File: config.mk
export PLATFORM = sky130hd
export DESIGN_NAME = lock_supervisor
export DESIGN_NICKNAME = d
export VERILOG_FILES = /design/src/rtl/lock_supervisor.sv
export SDC_FILE = /design/constraint.sdc
export NUM_CORES = 1
export LEC_CHECK = 0
export CORE_AREA = 5 5 63 65
export DETAILED_ROUTE_END_ITERATION = 6
export DIE_AREA = 0 0 68 70
export HOLD_SLACK_MARGIN = 0.12
export PLACE_DENSITY = 0.72
export SYNTH_ARGS = -nofsm -noshare
export SYNTH_HDL_FRONTEND = slang
export SYNTH_SLANG_ARGS = --single-unit
File: constraint.sdc
create_clock -name clk -period 5.8 [get_ports clk]
set_input_delay 0.87 -clock clk [delete_from_list [all_inputs] [get_ports clk]]
set_output_delay 0.87 -clock clk [all_outputs]
set_load 0.01 [all_outputs]
File: src/rtl/lock_supervisor.sv
// lock_supervisor: supervises a digit-entry lock. It turns raw button levels
// into single-cycle enter/lock pulses, counts consecutive failed digits,
// enforces a timed lockout, and re-issues lock pulses while the door stays open.
// Optional feature: define AUTO_RELOCK_EN to enable the OPEN-state relock timer.
//
// state      | meaning
// -----------+--------------------------------------------------------------
// ST_READY   | accepting digits, counting consecutive failures
// ST_OPEN    | door open, waiting for a lock request (button or relock timer)
// ST_LOCKOUT | entry suppressed for LOCKOUT_CYCLES cycles
module lock_supervisor #(
  parameter int unsigned MAX_FAILS      = 3,
  parameter logic [15:0] LOCKOUT_CYCLES = 16'd1000,
  parameter logic [15:0] RELOCK_CYCLES  = 16'd5000
) (
  input  logic       clk,
  input  logic       reset,
  input  logic       enter_btn,
  input  logic       lock_btn,
  input  logic [2:0] lock_state,
  input  logic       door_open,
  output logic       enter_out,
  output logic       lock_out,
  output logic       lockout,
  output logic [2:0] fail_count
);

  typedef enum logic [1:0] {ST_READY, ST_OPEN, ST_LOCKOUT} state_t;

  localparam logic [3:0] MAX_F4 = 4'(MAX_FAILS);
  localparam logic [2:0] MAX_F3 = 3'(MAX_FAILS);

  state_t      r_state;
  logic        r_enter_q;
  logic        r_lock_q;
  logic        r_enter_out;
  logic        r_lock_out;
  logic        r_lockout;
  logic        r_chk;
  logic        r_lock_fired;
  logic [1:0]  r_retry;
  logic [2:0]  r_fail_count;
  logic [15:0] r_timer;

  logic w_rise_e;
  logic w_rise_l;
  logic w_fail;
  logic w_fail_max;
  logic w_relock;

  assign w_rise_e   = enter_btn & ~r_enter_q;
  assign w_rise_l   = lock_btn & ~r_lock_q;
  // The lock has already reacted to the digit by the cycle r_chk is high;
  // landing back in s0 means the digit was wrong.
  assign w_fail     = r_chk & (lock_state == 3'd0);
  assign w_fail_max = (({1'b0, r_fail_count} + 4'd1) == MAX_F4);

`ifdef AUTO_RELOCK_EN
  assign w_relock = (r_timer == 16'd0);
`else
  assign w_relock = 1'b0;
`endif

  // Edge detection, failure tracking, timers and the supervisor FSM.
  always_ff @(posedge clk) begin
    if (reset) begin
      r_state      <= ST_READY;
      r_enter_q    <= 1'b0;
      r_lock_q     <= 1'b0;
      r_enter_out  <= 1'b0;
      r_lock_out   <= 1'b0;
      r_lockout    <= 1'b0;
      r_chk        <= 1'b0;
      r_lock_fired <= 1'b0;
      r_retry      <= 2'd0;
      r_fail_count <= 3'd0;
      r_timer      <= 16'd0;
    end else begin
      r_enter_q   <= enter_btn;
      r_lock_q    <= lock_btn;
      r_enter_out <= 1'b0;
      r_lock_out  <= 1'b0;
      r_chk       <= r_enter_out & (lock_state <= 3'd3);
      case (r_state)
        ST_READY: begin
          if (door_open) begin
            r_state      <= ST_OPEN;
            r_fail_count <= 3'd0;
            r_timer      <= RELOCK_CYCLES - 16'd1;
            r_lock_fired <= 1'b0;
            r_retry      <= 2'd0;
            r_chk        <= 1'b0;
          end else if (w_fail && w_fail_max) begin
            r_state      <= ST_LOCKOUT;
            r_timer      <= LOCKOUT_CYCLES - 16'd1;
            r_fail_count <= MAX_F3;
            r_lockout    <= 1'b1;
            r_chk        <= 1'b0;
          end else begin
            if (w_fail) r_fail_count <= r_fail_count + 3'd1;
            r_enter_out <= w_rise_e;
          end
        end
        ST_OPEN: begin
          if (!door_open) begin
            r_state      <= ST_READY;
            r_lock_fired <= 1'b0;
            r_retry      <= 2'd0;
          end else begin
`ifdef AUTO_RELOCK_EN
            if (r_timer != 16'd0) r_timer <= r_timer - 16'd1;
`endif
            // One requested lock pulse per visit; retries repeat every two
            // cycles for as long as the door refuses to close.
            if ((w_rise_l || w_relock) && !r_lock_fired) begin
              r_lock_out   <= 1'b1;
              r_lock_fired <= 1'b1;
              r_retry      <= 2'd2;
            end else if (r_retry == 2'd1) begin
              r_lock_out <= 1'b1;
              r_retry    <= 2'd2;
            end else if (r_retry != 2'd0) begin
              r_retry <= r_retry - 2'd1;
            end
          end
        end
        ST_LOCKOUT: begin
          if (r_timer == 16'd0) begin
            r_state      <= ST_READY;
            r_lockout    <= 1'b0;
            r_fail_count <= 3'd0;
          end else begin
            r_timer <= r_timer - 16'd1;
          end
        end
        default: r_state <= ST_READY;
      endcase
    end
  end

  assign enter_out  = r_enter_out;
  assign lock_out   = r_lock_out;
  assign lockout    = r_lockout;
  assign fail_count = r_fail_count;

endmodule

# Word level (Yosys, flattened, before mapping)
# Cells that the tools add are included.
# Widths: inputs -> output; s select.
[word_totals] out_inout_bits=6 ramBits=0 ff_bits=30 word_cells=89 inputBits=8 memories=0 latchBits=0 mem_bits_ro=0
[op_classes] magnitude_cmp=1 n_shift=0 n_mux=33 eq_ne=14 n_div=0 reduce_logical=17 mul=0 bitwise=9 add_sub_neg=4
[op_table] cell="$mux 16" n=3
[op_table] cell="$pmux 16 s2" n=1
[op_table] cell="$mux 2" n=9
[op_table] cell="$logic_not 16->1" n=1
[op_table] cell="$sub 16x1->16 const B" n=1
[op_table] cell="$reduce_and 3->1" n=5
[op_table] cell="$mux 3" n=4
[op_table] cell="$ne 2x2->1 const B" n=6
[op_table] cell="$mux 1" n=11
[op_table] cell="$ne 3x3->1 const B" n=2
[op_table] cell="$pmux 2 s3" n=1
[op_table] cell="$pmux 3 s2" n=1
[op_table] cell="$reduce_bool 2->1" n=3
[op_table] cell="$ne 5x5->1 const B" n=1
[op_table] cell="$not 1->1" n=5
[op_table] cell="$add 3x1->4 const B" n=1
[op_table] cell="$and 1x1->1" n=4
[op_table] cell="$eq 2x1->1 const B" n=2
[op_table] cell="$eq 4x2->1 const B" n=1
[op_table] cell="$ne 4x4->1 const B" n=1
[op_table] cell="$pmux 1 s2" n=2
[op_table] cell="$pmux 2 s2" n=1
[op_table] cell="$reduce_and 4->1" n=1
[op_table] cell="$reduce_or 4->1" n=1
[op_table] cell="other kinds (9)" n=10

# Depth between registers and ports, before layout
# Gate-level depths: netlist of the first run.
[logic_depth] word_depth=6 ltp_mapped=7 ltp_nobuf=7

# Least setup slack after synthesis of the first run
# Ideal clock, no wire load.
[synth_timing] kind="input to register" start="input lock_state[2]" end="register r_timer[12]" path_stages=5 n_path_buf=0 arrival_ps=2101 setup_slack_ps=3607 cell_sequence="nor4b_2 nand3_1 o21ai_0 nor2_1 o32ai_1"
[synth_between] elab_chain_len=5
[synth_rtl] item="start: declaration" line="20" source="input logic [2:0] lock_state,"
[synth_rtl] item="$logic_not 3->1" line="55" source="assign w_fail = r_chk & (lock_state == 3'd0);"
[synth_rtl] item="$and 1x1->1" line="55"
[synth_rtl] item="$logic_and 1x1->1" line="93" source="end else if (w_fail && w_fail_max) begin"
[synth_rtl] item="$ne 3x3->1 (no source line)"
[synth_rtl] item="$reduce_and 3->1 (no source line)"
[synth_rtl] item="end signal: assignment" line="89" source="r_timer <= RELOCK_CYCLES - 16'd1;"
[synth_rtl] item="end signal: assignment" line="95" source="r_timer <= LOCKOUT_CYCLES - 16'd1;"
[synth_rtl] item="end signal: assignment" line="133" source="r_timer <= r_timer - 16'd1;"
[synth_rtl] item="end: declaration" line="43" source="logic [15:0] r_timer;"
# Every way passes these cells.
# A chain may end at the register's enable or synchronous reset.

# Worst setup path after layout of the first run
# Ends and elaborated chain as after synthesis.

==> results of run 1 <==
## where the power goes
part | internal, mW | leakage [nW] | switching [mW]
Sequential | 0.213 | 0.245 | 0.00867
Clock | 0.146 | 0.0585 | 0.0735
Combinational | 0.0239 | 0.333 | 0.0289
## metrics by stage
| step | cells | power, mW | setup slack, ps |
|---|---|---|---|
| 6_report | 235 | 0.494 | 3220 |
| 4_1_cts | 235 | 0.500 | 3240 |
| 2_1_floorplan | 174 | 0.262 | 3610 |
| 3_5_place_dp | 227 | 0.279 | 2900 |
| 5_1_grt | 235 | 0.523 | 3000 |
| 3_3_place_gp | 227 | 0.277 | 2990 |
## final cells by class
class	count	area, um^2
clock buffers	6	51.3
well taps	46	57.6
repair buffers	13	130
fillers	314	1480
flip-flops and latches	30	601
multi-input cells	133	886
inverters	5	18.8
clock inverters	2	60.1
## flip-flops by register name (all words and copies together) (netlist names), 2 cells and up
signal and count:
r_retry 2, r_state 2, fail_count 3, r_timer 16
## how the worst max path moves through the flow
stage | startpoint | to | depth (start not counted)
CTS | lock_state[2] | r_timer[6] | 6
global placement | lock_state[2] | r_timer[6] | 6
floorplan | lock_state[2] | r_timer[12] | 5
detailed placement | lock_state[2] | r_timer[6] | 6
global route | lock_state[2] | r_timer[6] | 6
finish | lock_state[2] | r_timer[12] | 6
## Yosys cell counts, types with 2 or more instances
cell	n
and4_1	2
nor3_1	7
a311oi_1	2
nand4_1	4
nor2_1	28
o211ai_1	2
clkbuf_1	5
xor2_1	6
inv_1	5
o21ai_0	3
nor3b_1	3
nor4_4	2
o32ai_1	3
a21oi_1	14
nand2_1	11
a211oi_1	3
dfxtp_1	30
ha_1	3
nand3_1	2
xnor2_1	3
a32oi_1	2
a31oi_1	2
nand2b_1	6
nor2b_1	3
## cell families after synthesis
family / share of synthesized area
AND/OR/NAND/NOR: 0.301
AO/OA/AOI/OAI: 0.196
flip-flops: 0.393
buffers and inverters: 0.0278
XOR/XNOR: 0.0516
adder cells (fa/ha/maj): 0.0246
multiplexers: 0.00655
## routing by layer
layer	vias to the layer above	track usage	share of wire
met1	623	0.207	0.45
met4	0	0.0375	0.0057
li1	667	-	-
met5	-	0	0
met2	36	0.257	0.50
met3	2	0.0641	0.044
==> impl_results.md, run 1 <==
- Outcome: completed
- Clock slew at reported path FFs: 100 ps
- H-tree depth: 2
- Crit share post-route: 0.445
- #FFs+latches synth: 30
- Synth area leaders: dfxtp_1 39%, nor2_1 6.9%, a21oi_1 4.6%, xor2_1 3.4%, nor4_4 2.8%
- Slew HR: 0.474
- Hold wc startpoint: r_enter_q
- First-pass GRT wire length: 6100 um
- Setup violations, final: 0
- Total CTS buffers: 5
- Drt total wl: 3320 um
- DRC Markers: 0
- Crit path DAT: roughly 2800 ps
- Final min period: 2580 ps
- Min-Delay Endpoint: enter_out
- Most used DFF post-synth: dfxtp_1
- Crit-path slowest cell: clkdlybuf4s50_1
- Yosys Warn Count: 0
- Mapped Cells: 174
- CTS Sinks: 30
- Die Y: 70 um
- Max FO, Critical Path: 5
- Buf/Inv on CP: 1
- Final hold slack: between 300 and 400 ps
- Die area: 4760 um^2
- Post-CTS Hold Buffers: 0
- Max cap viols: 0
- CTS tree: built
- Number of port buffers: 13
- Yosys top cell by area: dfxtp_1
- Crit path largest cell delay: approximately 430 ps
- Cell Area, Synth: 1530 um^2
- RR Startpoint: r_timer[0]
- Vias per Instance: 5.65
- Final design utilization: 0.549
- Initial Util: 0.466
- Post-CTS setup buffers: 0
- Final GP Congestion: 0.858
- Remaining Overflow, GRT: 0
- Most common cell after layout, fill and taps aside: dfxtp_1
- Drt initial violations: 96
- Reg2reg setup slack: approximately 3400 ps
- Net count after synthesis: 185
- Layout cells sized above 1: 0.0847
- CTS max path bufs: 2
- Drt first pass iters: 4
- WS Path Type: input pin to register
- Cell Pwr Density: 274 nW/um^2
- FMAX: 0.387 GHz
- Unrepaired setup endpoints after global routing: no
- # diodes: 0
- Area delta synth->final: 18.0%
- Hold depth: 1
- Commonest non-fill, non-tap cells in the layout: 30 x dfxtp_1, 28 x nor2_1, 14 x a21oi_1
- Post-synth cell types: 47
- Worst R2R End: r_timer[12]
- Global-route usage over all layers: 0.163
- Post-synthesis async set-or-reset flop share: 0
- Share of the synthesized area in the top cell type: 0.393
- Core area: approximately 3300 um^2
- Post-synth EDFFs: 0
- Top delay family on crit path: compound AO/OA/AOI/OAI gates
- Crit path cell chain: clkdlybuf4s50_1 > nor4b_2 > nand3_1 > o21ai_0 > nor2_1 > o32ai_1
- Slew at the pin with the worst max-slew slack: about 790 ps
- Routed Antenna Nets: 0
- Register area share after synthesis: 0.393
- Via count: 1,328
- Leak: 0.637 nW
- DR WL/cell: 14.1 um
- Largest net degree at the start of global routing: 25
- Vias in the first global route: between 1,000 and 1,500
- HPWL Detailed: 2470 um
- Hold Crit Class: register to register
- Mean Syn Cell Area: 8.79 um^2
- Fin nets: ~200
- Final TNS setup: 0 ps
- Post-CTS Resized: 0
- Fin. Hold Viols: 0
- Clk_lat worst skew: 320 ps
- Startpoint types: input pin
- Die width: 68 um
- Root Buffer: clkbuf_4
- Post-Place Cell Area: 1690 um^2
- Design area: 1800 um^2
- WP data required: about 6000 ps
- Top-Level Pins: 14
- Initial antenna violation count: 0
- Reg2reg path depth: 7
- Number of cell rows: 21
- CP Capture Type: register
- Slew Viols, Final: 0
- Clock Skew: about 4.6 ps
- Peak supply drop: 0.000153 V
No activity file was read; power rests on OpenSTA's default activity.
==> inputs of run 2 (changes only) <==
clock period = 2.68 ns   (was 5.8 ns; I/O delays follow)
==> run 2 against run 1 <==
  * Worst setup slack lost 2700 ps
  * Cell count grew 1.3%
  * Sequential cell count is the same
  * Global-route usage grew 0.78 points
  * Largest power group unchanged
  * Highest routed layer unchanged
==> impl_results.md, run 2 (same netlist as run 1, synthesis figures left out) <==
- Clock power share: 0.323 (-0.122)
- Hold Crit Class: register to register
- Crit path DAT: 2410 ps (-390 ps)
- Fin. Hold Viols: 0 (unchanged)
- Number of cell rows: 21 (unchanged)
- HPWL Detailed: 2500 um (+1.5%)
- CP Capture Type: register
- Vias per Instance: 5.71 (+1.1%)
- Global-route usage over all layers: 0.171 (+0.00778)
- Post-CTS Hold Buffers: 0 (unchanged)
- Layout cells sized above 1: 0.0938 (+0.00909)
- Die width: 68 um (unchanged)
- Drt first pass iters: 4 (unchanged)
- Top delay family on crit path: simple AND/OR/NAND/NOR gates
- WP data required: 2920 ps (-3100 ps)
- CTS Sinks: 30 (unchanged)
- Fin nets: 202 (+1.5%)
- Net Sw Power: 0.239 mW (+120%)
- Final TNS setup: 0 ps (unchanged)
- Int Power: 0.640 mW (+67%)
- H-tree depth: 2 (unchanged)
- Post-CTS setup buffers: 0 (unchanged)
- Die area: 4760 um^2 (unchanged)
- Top-Level Pins: 14 (unchanged)
- Max cap viols: 0 (unchanged)
- Commonest non-fill, non-tap cells in the layout: 30 x dfxtp_1, 28 x nor2_1, 14 x a21oi_1
- Most flops, register: r_timer
- Number of port buffers: 13 (unchanged)
- Setup violations, final: 0 (unchanged)
- Final hold slack: 398 ps (-0.674 ps)
- Startpoint types: input pin
- Initial antenna violation count: 0 (unchanged)
- DR WL/cell: 14.4 um (+2.1%)
- Largest net degree at the start of global routing: 16 (-36%)
- # diodes: 0 (unchanged)
- Outcome: completed
- Peak supply drop: 0.000302 V (+97%)
- WS Path Type: input pin to register
- Die Y: 70 um (unchanged)
- Sequential Power Share: 0.545 (+0.097)
- CTS max path bufs: 2 (unchanged)
- Final GP Congestion: 0.866 (+0.96%)
- Clk_lat worst skew: 330 ps (about the same)
- Switching portion of total power: 0.272 (+0.0468)
- Crit path largest cell delay: 470 ps (+40 ps)
- Root Buffer: clkbuf_4
- Clock slew at reported path FFs: 100 ps (about the same)
- Unrepaired setup endpoints after global routing: no
- FMAX: 0.461 GHz
- Final min period: 2170 ps
- Area delta synth->final: 16.1%
- Max FO, Critical Path: 5 (unchanged)
- Slew HR: 0.608 (+0.133)
- Drt total wl: 3440 um (+3.4%)
- Leak: 0.629 nW (-1.2%)
- First-pass GRT wire length: 6350 um (+4.1%)
- Cell Pwr Density: 495 nW/um^2 (+81%)
- Initial Util: 0.466 (unchanged)
- Slew at the pin with the worst max-slew slack: 573 ps (-213 ps)
- Total CTS buffers: 5 (unchanged)
- Remaining Overflow, GRT: 0 (unchanged)
- Crit path cell chain: clkdlybuf4s50_1 > nor4b_2 > nand3_1 > o21ai_0 > nor2_1 > o32ai_1
- Slew Viols, Final: 0 (unchanged)
- Max reg flops: 16 (unchanged)
- Gate power share: 0.132 (+0.025)
- Via count: 1,360 (+2.4%)
- Crit-path slowest cell: o21ai_0
- Core area: 3280 um^2 (unchanged)
- CTS tree: built
- Post-CTS Resized: 0 (unchanged)
- Crit share post-route: 0.810
- Routed Antenna Nets: 0 (unchanged)
- DRC Markers: 0 (unchanged)
- Most common cell after layout, fill and taps aside: dfxtp_1
- Vias in the first global route: 1,346 (-0.30%)
- Buf/Inv on CP: 1 (unchanged)
- Drt initial violations: 76 (-21%)
- Clock Skew: 10.2 ps (+5.61 ps)
[run 2: cell types whose count changed in the layout (fill, tap and decap cells not counted), sizes merged]
cell	previous run	this run
bufinv	2	0
clkinv	0	1
clkbuf	6	7
buf	0	3
[run 2: metal layers]
| metal | GRT usage | share of wire |
|---|---|---|
| met2 | 0.261 | 0.49 |
| met1 | 0.219 | 0.45 |
| met4 | 0.0684 | 0.019 |
| met3 | 0.0545 | 0.035 |
| met5 | 0 | 0 |
[run 2: area by class of cell]
cell class,instances,area (um^2)
clock buffer,7,55.1
clock inverter,1,5.00
fill,299,1510
inverter,5,18.8
multi-input combinational,133,886
sequential,30,601
tap,46,57.6
timing repair buffer,16,153
[run 2: stage by stage]
stage	utilization	power (mW)	area (um^2)	instances	setup WS (ps)
after floorplan	-	0.567	1530	174	738
after global placement	0.522	0.600	1720	230	350
after detailed placement	0.522	0.605	1720	230	150
after CTS	0.541	0.887	1780	238	513
after global routing	0.541	0.930	1780	238	299
final	0.541	0.879	1780	238	509
[run 2: worst register-to-register path, stage by stage (launching register included)]
cell,delay [ps]
dfxtp_1,350
inv_1,80
ha_1,280
and2b_1,250
nand4_1,230
a2111oi_4,490
a31oi_1,140
a311oi_1,250
[run 2: power by group through the flow]
stage	combinational (mW)	clock (mW)	sequential, mW
floorplan	0.0808	0	0.486
global placement	0.112	0	0.488
detailed placement	0.115	0	0.489
CTS	0.116	0.292	0.479
global route	0.131	0.318	0.482
finish	0.116	0.284	0.479
[run 2: final timing paths]
check	from	endpoint	slack [ps]	cells past startpoint
setup / recovery	lock_state[2]	r_timer[6]	510	6
hold reg to reg	r_enter_q	enter_out	400	1
hold / removal	r_enter_q	enter_out	400	1
setup reg to reg	r_timer[0]	fail_count[2]	520	7
==> inputs of run 3 (changes only) <==
clock period = 2.2 ns   (was 2.68 ns; I/O delays follow)
==> run 3 against run 2 <==
  * First-iteration DRC count up 16%
  * Wire length up 1.0%
  * Die area unchanged
  * Combinational power up 28%
  * Clock skew about the same
  * Design area up 0.56%
  * Sequential share of layout area down 0.19 points
  * Critical path type is now register to register
==> impl_results.md, run 3 (same netlist as run 1, synthesis figures left out) <==
- Root Buffer: clkbuf_4
- Global-route usage over all layers: 0.155 (-0.0159)
- Crit path cell chain: inv_1 > ha_1 > and2b_1 > and4_1 > a21oi_1 > buf_4 > nor2_1 > o32ai_1
- Final GP Congestion: 0.884 (+2.1%)
- H-tree depth: 2 (unchanged)
- Area occupied by multi-input gates: 886 um^2 (unchanged)
- Commonest non-fill, non-tap cells in the layout: 30 x dfxtp_1, 28 x nor2_1, 14 x a21oi_1
- Crit path DAT: 2300 ps (-110 ps)
- Die width: 68 um (unchanged)
- Crit path largest cell delay: 390 ps (-80 ps)
- Area delta synth->final: 16.8%
- WP data required: 2440 ps (-480 ps)
- Outcome: completed
- Slew at the pin with the worst max-slew slack: 526 ps (-47.5 ps)
- Startpoint types: register
- Remaining Overflow, GRT: 0 (unchanged)
- Core area: 3280 um^2 (unchanged)
- Leak: 0.639 nW (+1.5%)
- Drt total wl: 3470 um (+1.0%)
- Hold Crit Class: register to register
- Cell Pwr Density: 578 nW/um^2 (+17%)
- Fin. Hold Viols: 0 (unchanged)
- Crit share post-route: 0.937
- DRC Markers: 0 (unchanged)
- Initial antenna violation count: 0 (unchanged)
- Top-Level Pins: 14 (unchanged)
- Max FO, Critical Path: 7 (+2)
- Detail Route met3 WL: 139 um (+15%)
- CP Capture Type: register
- Drt initial violations: 88 (+16%)
- Peak supply drop: 0.000267 V (-11%)
- # diodes: 0 (unchanged)
- Die Y: 70 um (unchanged)
- Max layer used: met4
- Final TNS setup: 0 ps (unchanged)
- DR WL/cell: 14.5 um (+0.18%)
- Via count: 1,392 (+2.4%)
- Initial Util: 0.466 (unchanged)
- Drt first pass iters: 4 (unchanged)
- Fin nets: 205 (+1.5%)
- Final min period: 2060 ps
- CTS max path bufs: 2 (unchanged)
- Final design utilization: 0.544 (+0.00305)
- Vias in the first global route: 1,327 (-1.4%)
- CTS tree: built
- Setup violations, final: 0 (unchanged)
- Fillcell total: 321 (+7.4%)
- Largest net degree at the start of global routing: 14 (-2)
- Number of cell rows: 21 (unchanged)
- Top delay family on crit path: simple AND/OR/NAND/NOR gates
- Post-CTS setup buffers: 0 (unchanged)
- Most flops, register: r_timer
- Post-Layout Cell Count: 240 (+0.84%)
- Layout cells sized above 1: 0.108 (+0.0145)
- Met1 wire length: 1450 um (-6.6%)
- Clock slew at reported path FFs: 90 ps (about the same)
- Slew Viols, Final: 0 (unchanged)
- Buf/Inv on CP: 2 (+1)
- Unrepaired setup endpoints after global routing: no
- Clk_lat worst skew: 340 ps (about the same)
- Most common cell after layout, fill and taps aside: dfxtp_1
- Max cap viols: 0 (unchanged)
- Clock Skew: 9.73 ps (-0.474 ps)
- HPWL Detailed: 2600 um (+3.9%)
- FMAX: slightly below 0.5 GHz
- Routed Antenna Nets: 0 (unchanged)
- Register area: 601 um^2 (unchanged)
- Number of port buffers: 13 (unchanged)
- Max reg flops: 16 (unchanged)
- Post-CTS Resized: 0 (unchanged)
- Met2 wire len: 1800 um (+6.3%)
- Vias per Instance: 5.80 (+1.5%)
- Slew HR: 0.640 (+0.0325)
- Post-CTS Hold Buffers: 0 (unchanged)
- Die area: 4760 um^2 (unchanged)
- CTS Sinks: 30 (unchanged)
- WS Path Type: register to register
- Placed insts: 233 (+1.3%)
- Total CTS buffers: 5 (unchanged)
- First-pass GRT wire length: 5730 um (-9.7%)
- Crit-path slowest cell: dfxtp_1
run 3: routing by layer:
| metal | GRT usage | up-vias |
|---|---|---|
| li1 | - | 680 |
| met1 | 0.182 | 665 |
| met2 | 0.256 | 38 |
| met3 | 0.0304 | 9 |
| met4 | 0.0861 | 0 |
| met5 | 0 | - |
run 3: power by group:
part / leakage [nW] / switching [mW] / total [mW] / internal [mW]
clock network: 0.0308 / 0.185 / 0.299 / 0.114
logic: 0.363 / 0.0803 / 0.149 / 0.0687
registers: 0.245 / 0.0225 / 0.583 / 0.561
run 3: path summary, 6_finish.rpt:
kind | startpoint | end | slack [ps] | cells past startpoint
worst min register to register | r_enter_q | enter_out | 400 | 1
worst max-delay path | r_timer[0] | r_timer[6] | 140 | 8
worst min-delay path | r_enter_q | enter_out | 400 | 1
worst max register to register | r_timer[0] | r_timer[6] | 140 | 8
run 3: final cells by class:
class | instances | area share
Multi-Input combinational cell | 133 | 0.496
Sequential cell | 30 | 0.336
Timing Repair Buffer | 19 | 0.0981
Tap cell | 46 | 0.0322
Clock buffer | 5 | 0.0210
Inverter | 5 | 0.0105
Clock inverter | 2 | 0.00561
run 3: through the flow:
step           hold slack [ps]  cell area (um^2)  setup WS (ps)  power (mW)
2_1_floorplan              373              1530            258       0.691
3_3_place_gp               376              1740           51.3       0.738
3_5_place_dp               381              1740           27.7       0.743
4_1_cts                    395              1790            154        1.04
5_1_grt                    416              1790           5.11        1.08
6_report                   397              1790            139        1.03
==> variant (flow settings as in run 2) <==
The 3 states of `state_t` get a one-hot encoding in 3 bits.
--- a/src/rtl/lock_supervisor.sv
+++ b/src/rtl/lock_supervisor.sv
@@ -27,3 +27,3 @@
 
-  typedef enum logic [1:0] {ST_READY, ST_OPEN, ST_LOCKOUT} state_t;
+  typedef enum logic [2:0] {ST_READY = 3'b001, ST_OPEN = 3'b010, ST_LOCKOUT = 3'b100} state_t;
 
Behaviour: no difference found for any inputs over 10 cycles, from zero or initial values and one cycle with reset high; not proved beyond that.
==> variant against run 2 <==
  * Via count is 19% higher
  * Final area rose by 12%
  * Critical path depth did not move
  * Sequential cell count up 1
  * Area after synthesis up 13%
  * Register-to-register slack worse by 0.27 ns
  * Core utilization rose by 6.6 points
  * Fmax shrank 11%
  * Setup slack worse by 0.25 ns
  * Wire length is 15% higher
  * Critical path type is now flip-flop to flip-flop
Power is not compared: it rests on default switching activity, and its combinational part moved more than twofold at a synthesized area within 25%.
==> variant: results (changes against run 2) <==
Critical path
  – Arr. time, crit path: 2.65 ns (+0.24 ns)
  – Crit path from: r_timer[9]$_SDFFE_PP0P_
  – FF-to-FF End: r_timer[2]$_SDFFE_PP0P_
  – Worst Path Max Fanout: 9 (+4)
  – Type of destination of the critical path: flip-flop
  – Worst Reg-to-Reg Cells: 6 (-1)
  – Reg2Reg Setup Slack: 0.25 ns (-0.27 ns)

Timing
  – Slew HR: 58.8% (-2.0 points)
  – Final setup violating endpoints: 0 (unchanged)
  – Tcrit/Tclk final: 90.5% (+9.5 points)
  – Fin Clk Skew: 0.0108 ns (+0.000584 ns)
  – WHS: 0.389 ns (-0.00920 ns)

CTS
  – Post-CTS Setup Repair Bufs: 0 (unchanged)
  – Clock tree buffer depth: 2 (unchanged)
  – Root Driver: clkbuf_4
  – Post-CTS sizing: 0 (unchanged)
  – Clock latency on the worst-skew pair: 0.34 ns
  – TritonCTS Buffers: 5 (unchanged)

Synthesis
  – Register area share after synthesis: 35.8% (-3.5 points)
  – Yosys cell types: 54 (+15%)
  – FFs w/ async S/R, synth: 0% (unchanged)
  – Yosys warnings: 0 (unchanged)
  – Top cells by area, synth: dfxtp_1 36%, a21oi_1 3.8%, nand2_1 2.8%
  – Mapped Nets: 214 (+16%)
  – Top post-synthesis cells by count: 31 x dfxtp_1, 13 x a21oi_1, 13 x nand2_1, 13 x nor2_1, 11 x inv_1

Worst hold path
  – HP Class: flip-flop to flip-flop

Route
  – First DRT Iteration DRCs: 162 (+110%)
  – Drt total wl: 3950 um (+15%)
  – 1st-pass router iterations: 4 (unchanged)
  – Via count: 1,619 (+19%)

Placement
  – Placed Area: 1940 um^2 (+13%)
  – Buffers on Ports: 13 (unchanged)
  – Gp weighted congestion: 0.863 (-0.38%)
  – Post-Place Worst Slack: 0.0818 ns (-0.0677 ns)
  – HPWL Detailed: 2780 um (+11%)

Cells and area
  – Fillers: 287 (-4.0%)
  – Max reg flops: 16 (unchanged)
  – Share of post-route cells with drive strength above 1: 12.1% (+2.7 points)
  – Reg with most FFs: r_timer
  – Nets: 233 (+15%)
  – Diode count: 0 (unchanged)

Global routing
  – All-Layer GR Usage: 19.1% (+2.0 points)
  – Initial antenna violation count: 0 (unchanged)
  – GRT overflow: 0 (unchanged)
  – Vias in the first global route: 1,566 (+16%)
  – First-pass GRT wire length: 7010 um (+10%)
  – Largest net degree at the start of global routing: 20 (+4)

Run status
  – Outcome: finished, final reports clean

Power
  – Peak VDD IR: approximately 310 uV
  – Leakage Power: between 0.7 and 0.8 nW
variant: logic make-up after synthesis:
group           Yosys count  share of synthesized area (%)
simple gates             76                           24.6
compound gates           63                           27.4
flops                    31                           35.8
buf+inv                  23                           6.06
mux                       5                           2.96
fa+ha+maj                 3                           2.17
xor+xnor                  2                           1.01
variant: how the worst min path moves through the flow:
stage,startpoint,endpoint,depth (start not counted)
final,r_enter_q$_SDFF_PP0_,enter_out$_SDFF_PP0_,1
after global placement,r_enter_q$_SDFF_PP0_,enter_out$_SDFF_PP0_,1
after floorplan,r_enter_q$_SDFF_PP0_,enter_out$_SDFF_PP0_,1
after CTS,r_enter_q$_SDFF_PP0_,enter_out$_SDFF_PP0_,1
after detailed placement,r_enter_q$_SDFF_PP0_,enter_out$_SDFF_PP0_,1
after global routing,r_enter_q$_SDFF_PP0_,enter_out$_SDFF_PP0_,1
variant: cell type report:
type                    instances  area, um^2  area share (%)
multi-input cells             149        1010            50.6
flip-flops and latches         31         621            31.2
repair buffers                 24         213            10.7
well taps                      46        57.6            2.89
inverters                      11        41.3            2.07
clock buffers                   5        37.5            1.88
clock inverters                 3        15.0           0.754
variant: power breakdown:
| part | switching [mW] | internal, mW | leakage, nW | total, mW |
|---|---|---|---|---|
| Sequential | 0.0311 | 0.492 | 0.254 | 0.523 |
| Combinational | 0.156 | 0.117 | 0.432 | 0.273 |
| Clock | 0.166 | 0.0974 | 0.0347 | 0.264 |
| Total | 0.353 | 0.707 | 0.721 | 1.06 |
variant: critical path: stages, from the launching register on:
cell and delay, ns:
dfxtp_1 0.38, or4_1 0.57, or4_1 0.47, buf_4 0.19, o21ai_4 0.27, nor2_1 0.07, a2111oi_1 0.37
variant: metal layers:
metal / routed length [um] / vias up / part of all wire, % / track usage (%)
met5: 0 / - / 0 / 0
met3: 205 / 11 / 5.2 / 5.93
met2: 1900 / 51 / 48 / 30.4
met4: 106 / 0 / 2.7 / 9.05
li1: - / 804 / - / -
met1: 1740 / 753 / 44 / 22.8
variant: through the flow:
stage / power (mW) / util (%) / instances
floorplan: 0.723 / - / 203
global placement: 0.791 / 59.0 / 261
detailed placement: 0.802 / 59.0 / 261
CTS: 1.07 / 60.6 / 269
global route: 1.14 / 60.6 / 269
finish: 1.06 / 60.6 / 269
